`config.mk`:
```
export PLATFORM = sky130hd
export DESIGN_NAME = jtframe_dwnld_pack
export DESIGN_NICKNAME = d
export VERILOG_FILES = /design/src/rtl/jtframe_dwnld_pkg.sv /design/src/rtl/jtframe_dwnld_fifo.sv /design/src/rtl/jtframe_dwnld_pack.sv
export SDC_FILE = /design/constraint.sdc
export NUM_CORES = 1
export LEC_CHECK = 0
export BUFFER_PORTS_ARGS = -buffer_cell sky130_fd_sc_hd__buf_2
export CORE_UTILIZATION = 34
export DETAILED_ROUTE_END_ITERATION = 7
export GPL_ROUTABILITY_DRIVEN = 0
export PLACE_DENSITY = 0.48
export SYNTH_ARGS = -nofsm -noshare
export SYNTH_HDL_FRONTEND = slang
export SYNTH_HIERARCHICAL = 1
export SYNTH_SLANG_ARGS = --single-unit
```
`constraint.sdc`:
```
create_clock -name clk -period 13.79 [get_ports clk]
set_clock_uncertainty 0.2 [all_clocks]
set_input_delay 0.6895 -clock clk [delete_from_list [all_inputs] [get_ports clk]]
set_output_delay 0.6895 -clock clk [all_outputs]
set_load 0.005 [all_outputs]
```
`src/rtl/jtframe_dwnld_pkg.sv`:
```
// Shared types for the ROM download packer: FIFO entry layout, byte masks,
// write FSM states and the per-entry byte sum used by the optional checksum.
package jtframe_dwnld_pkg;

    // prog_mask bit set means that byte lane is not written
    localparam logic [1:0] MASK_NONE = 2'b00;
    localparam logic [1:0] MASK_LO   = 2'b10;  // only low byte valid
    localparam logic [1:0] MASK_HI   = 2'b01;  // only high byte valid

    typedef struct packed {
        logic [1:0]  ba;
        logic [21:0] addr;
        logic [15:0] data;
        logic [1:0]  mask;
    } entry_t;

    typedef enum logic [1:0] { IDLE, WRITE, GAP } wr_st_t;

    // Sum of the byte lanes an entry actually writes
    function automatic logic [15:0] entry_sum(input entry_t e);
        entry_sum = (e.mask[0] ? 16'd0 : {8'd0, e.data[7:0]})
                  + (e.mask[1] ? 16'd0 : {8'd0, e.data[15:8]});
    endfunction

endpackage

```
`src/rtl/jtframe_dwnld_fifo.sv`:
```
// Word FIFO for the download packer. Accepts up to two entries per cycle
// (din0 first) and one pop; the caller never pushes beyond free space.
module jtframe_dwnld_fifo
    import jtframe_dwnld_pkg::*;
#(
    parameter int DEPTH = 4,
    localparam int AW = $clog2(DEPTH)
)(
    input  logic         clk,
    input  logic         rst_n,
    input  logic [1:0]   push_n,
    input  entry_t       din0,
    input  entry_t       din1,
    input  logic         pop,
    output entry_t       dout,
    output logic [AW:0]  level,
    output logic         full,
    output logic         empty
);
    localparam logic [AW-1:0] ONE = AW'(1);

    entry_t        mem [DEPTH];
    logic [AW-1:0] wr_ptr, rd_ptr;

    // Storage: no reset needed, validity is tracked by level
    always_ff @(posedge clk) begin
        if (push_n != 2'd0) mem[wr_ptr] <= din0;
        if (push_n == 2'd2) mem[wr_ptr + ONE] <= din1;
    end

    // Pointers and occupancy
    always_ff @(posedge clk or negedge rst_n) begin
        if (!rst_n) begin
            wr_ptr <= '0;
            rd_ptr <= '0;
            level  <= '0;
        end else begin
            wr_ptr <= wr_ptr + AW'(push_n);
            rd_ptr <= rd_ptr + AW'(pop);
            level  <= level + (AW+1)'(push_n) - (AW+1)'(pop);
        end
    end

    assign dout  = mem[rd_ptr];
    assign full  = level == (AW+1)'(DEPTH);
    assign empty = level == '0;

endmodule

```
`src/rtl/jtframe_dwnld_pack.sv`:
```
// ROM download packer: pairs ioctl bytes into 16-bit SDRAM words, splits the
// byte address into bank + word offset, queues words and writes them with a
// prog_we/prog_rdy handshake followed by a one-cycle gap.
// Optional: JTFRAME_DWNLD_CHECKSUM_EN enables the 16-bit byte sum on dwnld_sum.
module jtframe_dwnld_pack
    import jtframe_dwnld_pkg::*;
#(
    parameter logic [24:0] BA1_START  = 25'h040000,
    parameter logic [24:0] BA2_START  = 25'h080000,
    parameter logic [24:0] BA3_START  = 25'h0C0000,
    parameter int          FIFO_DEPTH = 4
)(
    input  logic        clk,
    input  logic        rst_n,
    input  logic        downloading,
    input  logic [24:0] ioctl_addr,
    input  logic [7:0]  ioctl_data,
    input  logic        ioctl_rom_wr,
    output logic [21:0] prog_addr,
    output logic [15:0] prog_data,
    output logic [1:0]  prog_mask,
    output logic [1:0]  prog_ba,
    output logic        prog_we,
    input  logic        prog_rdy,
    output logic        dwnld_busy,
    output logic        overflow,
    output logic [15:0] dwnld_sum
);
    localparam int AW = $clog2(FIFO_DEPTH);
    localparam int FW = AW + 2;

    wr_st_t      state;
    logic        dl_d, rise, fall, wr, pop, drop;
    logic [1:0]  ba, need, n_push;
    logic [22:0] base, offset;
    logic [21:0] waddr;
    logic        odd, match;
    logic        pend_vld, pend_set, pend_clr;
    logic [1:0]  pend_ba;
    logic [21:0] pend_addr;
    logic [7:0]  pend_data;
    entry_t      flush_e, lone_e, pair_e, e0, e1, head;
    logic [AW:0] fifo_level;
    logic        fifo_full, fifo_empty;
    logic [FW-1:0] free;

    assign wr   = downloading & ioctl_rom_wr;
    assign rise = downloading & ~dl_d;
    assign fall = ~downloading & dl_d;
    assign pop  = (state == WRITE) && prog_rdy;

    // Bank select: highest bank whose start the address has reached
    always_comb begin
        ba   = 2'd0;
        base = 23'd0;
        if (ioctl_addr >= BA3_START) begin
            ba = 2'd3; base = BA3_START[22:0];
        end else if (ioctl_addr >= BA2_START) begin
            ba = 2'd2; base = BA2_START[22:0];
        end else if (ioctl_addr >= BA1_START) begin
            ba = 2'd1; base = BA1_START[22:0];
        end
        offset = ioctl_addr[22:0] - base;
    end

    assign waddr   = offset[22:1];
    assign odd     = offset[0];
    assign match   = pend_vld && pend_ba == ba && pend_addr == waddr;
    assign flush_e = {pend_ba, pend_addr, 8'd0, pend_data, MASK_LO};
    assign lone_e  = {ba, waddr, ioctl_data, 8'd0, MASK_HI};
    assign pair_e  = {ba, waddr, ioctl_data, pend_data, MASK_NONE};
    // A pop this cycle frees its slot for a same-cycle push
    assign free    = fifo_full ? FW'(pop)
                   : FW'(FIFO_DEPTH) - FW'(fifo_level) + FW'(pop);

    // Decide which entries this cycle wants to push; older flush goes first
    always_comb begin
        need     = 2'd0;
        e0       = '0;
        e1       = '0;
        pend_set = 1'b0;
        pend_clr = 1'b0;
        if (wr) begin
            if (odd) begin
                pend_clr = 1'b1;
                if (match) begin
                    e0 = pair_e; need = 2'd1;
                end else if (pend_vld) begin
                    e0 = flush_e; e1 = lone_e; need = 2'd2;
                end else begin
                    e0 = lone_e; need = 2'd1;
                end
            end else begin
                pend_set = 1'b1;
                if (pend_vld) begin
                    e0 = flush_e; need = 2'd1;
                end
            end
        end else if (fall && pend_vld) begin
            e0 = flush_e; need = 2'd1; pend_clr = 1'b1;
        end
        drop   = FW'(need) > free;
        n_push = drop ? free[1:0] : need;
    end

    jtframe_dwnld_fifo #(.DEPTH(FIFO_DEPTH)) u_fifo (
        .clk    (clk),
        .rst_n  (rst_n),
        .push_n (n_push),
        .din0   (e0),
        .din1   (e1),
        .pop    (pop),
        .dout   (head),
        .level  (fifo_level),
        .full   (fifo_full),
        .empty  (fifo_empty)
    );

    // Pending even byte waiting for its odd partner
    always_ff @(posedge clk or negedge rst_n) begin
        if (!rst_n) begin
            pend_vld  <= 1'b0;
            pend_ba   <= 2'd0;
            pend_addr <= 22'd0;
            pend_data <= 8'd0;
        end else if (pend_set) begin
            pend_vld  <= 1'b1;
            pend_ba   <= ba;
            pend_addr <= waddr;
            pend_data <= ioctl_data;
        end else if (pend_clr) begin
            pend_vld  <= 1'b0;
        end
    end

    // Write FSM: present FIFO head, hold until accepted, then one idle gap
    always_ff @(posedge clk or negedge rst_n) begin
        if (!rst_n) begin
            state     <= IDLE;
            prog_we   <= 1'b0;
            prog_addr <= 22'd0;
            prog_data <= 16'd0;
            prog_mask <= 2'b11;
            prog_ba   <= 2'd0;
        end else begin
            case (state)
                IDLE: if (!fifo_empty) begin
                    state     <= WRITE;
                    prog_we   <= 1'b1;
                    prog_addr <= head.addr;
                    prog_data <= head.data;
                    prog_mask <= head.mask;
                    prog_ba   <= head.ba;
                end
                WRITE: if (prog_rdy) begin
                    state   <= GAP;
                    prog_we <= 1'b0;
                end
                default: state <= IDLE;
            endcase
        end
    end

    // Edge history of downloading and the sticky drop flag
    always_ff @(posedge clk or negedge rst_n) begin
        if (!rst_n) begin
            dl_d     <= 1'b0;
            overflow <= 1'b0;
        end else begin
            dl_d     <= downloading;
            overflow <= (rise ? 1'b0 : overflow) | drop;
        end
    end

`ifdef JTFRAME_DWNLD_CHECKSUM_EN
    logic [15:0] sum, sum_add;

    assign sum_add = (n_push != 2'd0 ? entry_sum(e0) : 16'd0)
                   + (n_push == 2'd2 ? entry_sum(e1) : 16'd0);

    // Running sum of bytes that made it into the FIFO
    always_ff @(posedge clk or negedge rst_n) begin
        if (!rst_n) sum <= 16'd0;
        else        sum <= (rise ? 16'd0 : sum) + sum_add;
    end

    assign dwnld_sum = sum;
`else
    assign dwnld_sum = 16'd0;
`endif

    assign dwnld_busy = rst_n & (downloading | pend_vld | ~fifo_empty | (state != IDLE));

endmodule

```
# Word level (Yosys, flattened, before mapping)
# Memory sizes are Yosys's and may differ from the RTL's. A register that Yosys moved wholly into a read port is not among the register bits.
# Index checks and enable logic that the tools add are counted.
[totals]
regBits = 45
mem_bits_rw = 168
in_bits = 38
output_inout_bits = 61
wordCells = 98
n_memories = 1
[mem_list]
columns = ["memory", "depth", "word_bits", "read_ports", "rd_clocked_by_memory_dff", "write_ports", "line", "text"]
rows = [
  ["u_fifo.mem", 4, 42, 1, 1, 2, "jtframe_dwnld_fifo.sv:22", "entry_t mem [DEPTH];"],
]
[classes]
addsub = 8
order_cmp = 4
eq_ne = 7
muxes = 42
bitwise = 11
n_reduce_logical = 14
[op_table]
columns = ["op", "n"]
rows = [
  ["two-way mux 42 bit", 10],
  [">= comparator 25 x 20 -> 1 bit, second input constant", 2],
  [">= comparator 25 x 19 -> 1 bit, second input constant", 1],
  ["two-way mux 23 bit", 1],
  ["subtractor 23 bit", 1],
  ["equality test 22 bit", 1],
  ["two-way mux 20 bit", 1],
  ["two-way mux 19 bit", 1],
  ["two-way mux 2 bit", 9],
  ["two-way mux 1 bit", 17],
  ["nonzero test 2 bit", 4],
  ["adder 4 x 1 -> 4 bit", 1],
  ["bitwise AND 1 bit", 4],
  ["greater-than comparator 2 x 4 -> 1 bit", 1],
  ["logical AND 1 bit", 4],
  ["two-way mux 4 bit", 1],
  ["inequality test 2 bit, second input constant", 2],
  ["OR 1 bit", 4],
  ["case mux 2 bit (2 select lines)", 1],
  ["AND reduction 2 bit", 2],
  ["subtractor 3 x 3 -> 4 bit, first input constant", 1],
  ["adder 3 x 2 -> 3 bit", 1],
  ["equality test 3 bit, second input constant", 1],
  ["logical NOT 3 bit", 1],
  ["other kinds (12)", 14],
]

# Depth between registers and ports, before layout
[depth]
word_depth = 15
depth_mapped = 22
depth_no_buf = 21

# Cells and area by module
# The synthesis kept the hierarchy.
[modules_own_cells]
columns = ["module", "n_inst", "cells_each", "area_per_inst_um2", "seq_area_each_um2"]
rows = [
  ["jtframe_dwnld_fifo", 1, 445, 8525.7, 5220.0],
  ["jtframe_dwnld_pack", 1, 449, 4579.4, 2004.4],
]

# Least setup slack after synthesis
# No wires, ideal clock.
[synth_timing]
path_kind = "input -> register"
from = "in ioctl_addr[24]"
to = "mem u_fifo/mem[0][0] (netlist bit) (enable)"
setup_ns = 0.500
t_arrival_ns = 7.708
required_ns = 13.090
path_slack_ns = 5.382
path_stages = 19
path_buffers = 1
path_cell_list = "nor4_1 > and2_1 > inv_1 > ha_1 > fa_1 > xnor2_1 > nor4_1 > and3_1 > a41o_4 > buf_4 > nor2_1 > ha_1 > nor2b_1 > o21ai_0 > nor2_1 > mux2i_1 > a21oi_1 > o21bai_1 > o21ai_0"
[synth_lines]
columns = ["item", "line", "text"]
rows = [
  ["from (decl)", "jtframe_dwnld_pack.sv:16", "input logic [24:0] ioctl_addr,"],
  ["to (decl)", "jtframe_dwnld_fifo.sv:22", ""],
]

==> impl_metrics.json <==
{
  "dieHeight_um": 198,
  "clkPwrFrac_pct": 26.1,
  "diodes": 0,
  "finalNonFillerCells": 1541,
  "dpl.cell_count": 1482,
  "p_comb_share_pct": 32.4,
  "wirelength_um": 33000,
  "p_leak_nw": 5.89,
  "grt-ovfl-total": 0,
  "rrSetupSlack_ps": 7860,
  "cp.arrival_ps": 7090,
  "finalHoldViolations": 0,
  "p_sw_uw": 931,
  "synth-seq-area-share_pct": 55.1,
  "ys_ff_latch": 255,
  "worstHoldEndpoint": "state[0]",
  "slowest_delay_ps": 680,
  "synth_cells": 894,
  "place.detailed.hpwl_um": 20200,
  "cts_buffers": 31,
  "htree_num_levels": 1,
  "fin_crit_ps": 7080,
  "whs_ps": 133,
  "cts-root-buf": "clkbuf_16",
  "core_um2": 37800,
  "cts_tree": "yes",
  "hp-class": "in -> reg",
  "antenna_found_initial": 0,
  "fin_crit_sh_pct": 51.4,
  "hold_depth": 2,
  "slew_headroom_pct": 34.8,
  "drc": 0,
  "n_fill_cell": 3623,
  "core.rowCount": 71,
  "worst-path-max-fanout": 35,
  "fin_util_pct": 39.8,
  "viasPerCell": 4.96,
  "r2r_start": "pend_addr[0]",
  "endpoint_kind": "flop",
  "postRouteAntennaNets": 0,
  "setup_violations": 0,
  "status": "finished, final reports clean",
  "gr-usage-all-layers_pct": 17.2,
  "hold_buffers": 1,
  "cp_num_buf_inv": 3,
  "irDropWorstVdd_v": 0.0000979,
  "drv_cap": 0,
  "p_seq_share_pct": 41.6,
  "cts_setup_buffers": 0,
  "tightest_slew_ps": 978,
  "drive_above_1_share_pct": 41.0,
  "synth_area_um2": 13100,
  "clk_latency_ps": 570,
  "yosys_warnings": 6,
  "wire_per_inst_um": 21.4,
  "synth_area_per_cell_um2": 14.7,
  "area_growth_syn_to_layout_pct": 14.6,
  "required_ps": 13790,
  "port_buffers": 82,
  "die_x_um": 198,
  "stdcell_area_um2": 15000,
  "drt_iter0_drc": 472,
  "grt_max_degree": 58,
  "internal_power_mw": 2.01,
  "nNetsFinal": 1056,
  "critPathKind": "in -> reg",
  "r2r_cells": 14,
  "clk_pin_slew_ps": 60,
  "io_pins": 99,
  "synth_edf_count": 168,
  "cp_top_family": "simple AND/OR/NAND/NOR gates",
  "postPlaceCellArea_um2": 14100,
  "grt_setup_unrepaired": "no",
  "clock_path_buffers": 3,
  "clock_sinks": 255,
  "vias": 7650,
  "worstPathCellList": "buf_2 -> nor4_1 -> and2_1 -> inv_1 -> ha_1 -> fa_1 -> xnor2_1 -> nor4_1 -> and3_1 -> a41o_4 -> nor2_1 -> ha_1 -> nor2b_1 -> o21ai_0 -> nor2_1 -> mux2i_1 -> a21oi_1 -> mux2i_1 -> nor2_4 -> buf_4",
  "grt_pass1_wl_um": 50200,
  "worstHoldStart": "prog_rdy",
  "powerDensity_nw_per_um2": 196,
  "crit_path_start_kind": "primary input",
  "die-area_um2": 39300,
  "synthArstFlopShare_pct": 34.1,
  "fin_setup_tns_ps": 0,
  "synth-main-ff-cell": "edfxtp_1",
  "grt_pass1_vias": 7968,
  "initial_core_util_pct": 34.7,
  "report.final.slew_viol_count": 0,
  "dr.pass1.iters": 4,
  "ctsResizeCount": 0,
  "max_freq_ghz": 0.141,
  "r2r-end": "u_fifo/mem[1][10]",
  "switching_share_pct": 31.7,
  "crit_path_top_delay_cell": "a21oi_1",
  "yosysUniqueCellTypes": 56
}
[power by group through the flow]
stage | logic [mW] | clock network [mW] | registers, mW
2_1_floorplan | 0.661 | 0 | 1.22
3_3_place_gp | 0.972 | 0 | 1.24
3_5_place_dp | 0.979 | 0 | 1.24
4_1_cts | 0.983 | 0.788 | 1.23
5_1_grt | 1.05 | 0.820 | 1.25
6_report | 0.951 | 0.766 | 1.22
[logic make-up after synthesis]
kind of cell	count (synthesis)	share of synthesized area [%]
multiplexers	262	26.1
flip-flops	255	55.1
AND/OR/NAND/NOR	158	6.61
buffers and inverters	107	4.71
AO/OA/AOI/OAI	69	4.03
XOR/XNOR	29	2.04
adder cells (fa/ha/maj)	13	1.36
other	1	0.0286
[flip-flops by register name, summed over array words and instances (netlist names), 2 cells and up]
name	flops
u_fifo/mem	168
pend_addr	22
prog_addr	22
prog_data	16
pend_data	8
u_fifo/level	3
pend_ba	2
prog_ba	2
prog_mask	2
state	2
u_fifo/rd_ptr	2
u_fifo/wr_ptr	2
[per-stage QoR]
stage	power [mW]	setup slack, ps
5_1_grt	3.12	6190
2_1_floorplan	1.88	5380
4_1_cts	3.00	6640
3_5_place_dp	2.22	6070
3_3_place_gp	2.21	6250
6_report	2.94	6710
[layout by cell type, fill, tap and decap left out, types with 3 or more instances in the layout]
cell	netlist	layout
mux2_1	3	3
clkbuf_1	23	8
nor4_1	6	6
buf_4	21	18
nor2b_1	4	4
a21o_1	3	3
o21ai_0	30	29
and3_1	19	19
clkbuf_16	0	31
clkinv_1	0	7
ha_1	11	11
clkbuf_8	0	3
dfrtp_1	85	83
nand3_1	4	3
xor2_1	20	20
nor2_4	0	3
nand2_1	54	54
xnor2_1	8	8
and2_1	9	9
nor3_1	30	29
buf_2	13	81
edfxtp_1	168	168
mux2_2	215	215
nor2_1	10	7
o32ai_1	23	23
clkinv_2	0	6
nand4_1	3	3
conb_1	1	52
mux4_2	42	42
inv_1	34	34
[final cells by class]
class / instances / area, um^2 / share of cell area, %
sequential: 255 / 7230 / 48.1
timing repair buffer: 100 / 551 / 3.66
clock inverter: 16 / 103 / 0.683
tap: 511 / 639 / 4.26
inverter: 34 / 128 / 0.849
clock buffer: 42 / 847 / 5.64
multi-input combinational: 583 / 5530 / 36.8
[worst max path at each step]
stage,start,endpoint,slack [ps],cells past startpoint
after global routing,ioctl_addr[24],u_fifo/mem[3][41],6190,20
after detailed placement,ioctl_addr[24],u_fifo/mem[3][16],6070,20
after floorplan,ioctl_addr[24],u_fifo/mem[0][0],5380,19
after global placement,ioctl_addr[24],u_fifo/mem[3][18],6250,20
after CTS,ioctl_addr[24],u_fifo/mem[3][41],6640,20
final,ioctl_addr[24],u_fifo/mem[1][10],6710,20
[routing by layer]
metal	GRT usage (%)	wire length, um	vias to the layer above
met5	0	0	-
met4	3.79	642	0
met3	2.20	1110	45
met2	28.1	15600	146
met1	24.3	15700	3883
li1	-	-	3576
[synthesized netlist by cell type, types with 3 or more instances]
| cell | n | share of area [%] |
|---|---|---|
| mux2_2 | 215 | 18 |
| a21o_1 | 3 | 0.17 |
| dfrtp_1 | 85 | 16 |
| buf_2 | 13 | 0.50 |
| and2_1 | 9 | 0.43 |
| o21ai_0 | 30 | 1.1 |
| clkbuf_1 | 23 | 0.66 |
| xor2_1 | 20 | 1.3 |
| xnor2_1 | 8 | 0.53 |
| nor2b_1 | 4 | 0.19 |
| edfxtp_1 | 168 | 38 |
| nand4_1 | 3 | 0.14 |
| nand2_1 | 54 | 1.5 |
| buf_6 | 16 | 1.4 |
| nor4_1 | 6 | 0.29 |
| and3_1 | 19 | 0.91 |
| inv_1 | 34 | 0.97 |
| o32ai_1 | 23 | 1.5 |
| ha_1 | 11 | 1.1 |
| nor3_1 | 30 | 1.1 |
| nand3_1 | 4 | 0.15 |
| nor2_1 | 10 | 0.29 |
| mux4_2 | 42 | 7.2 |
| buf_4 | 21 | 1.2 |
| mux2_1 | 3 | 0.26 |
(Power assumes the default switching activity.)
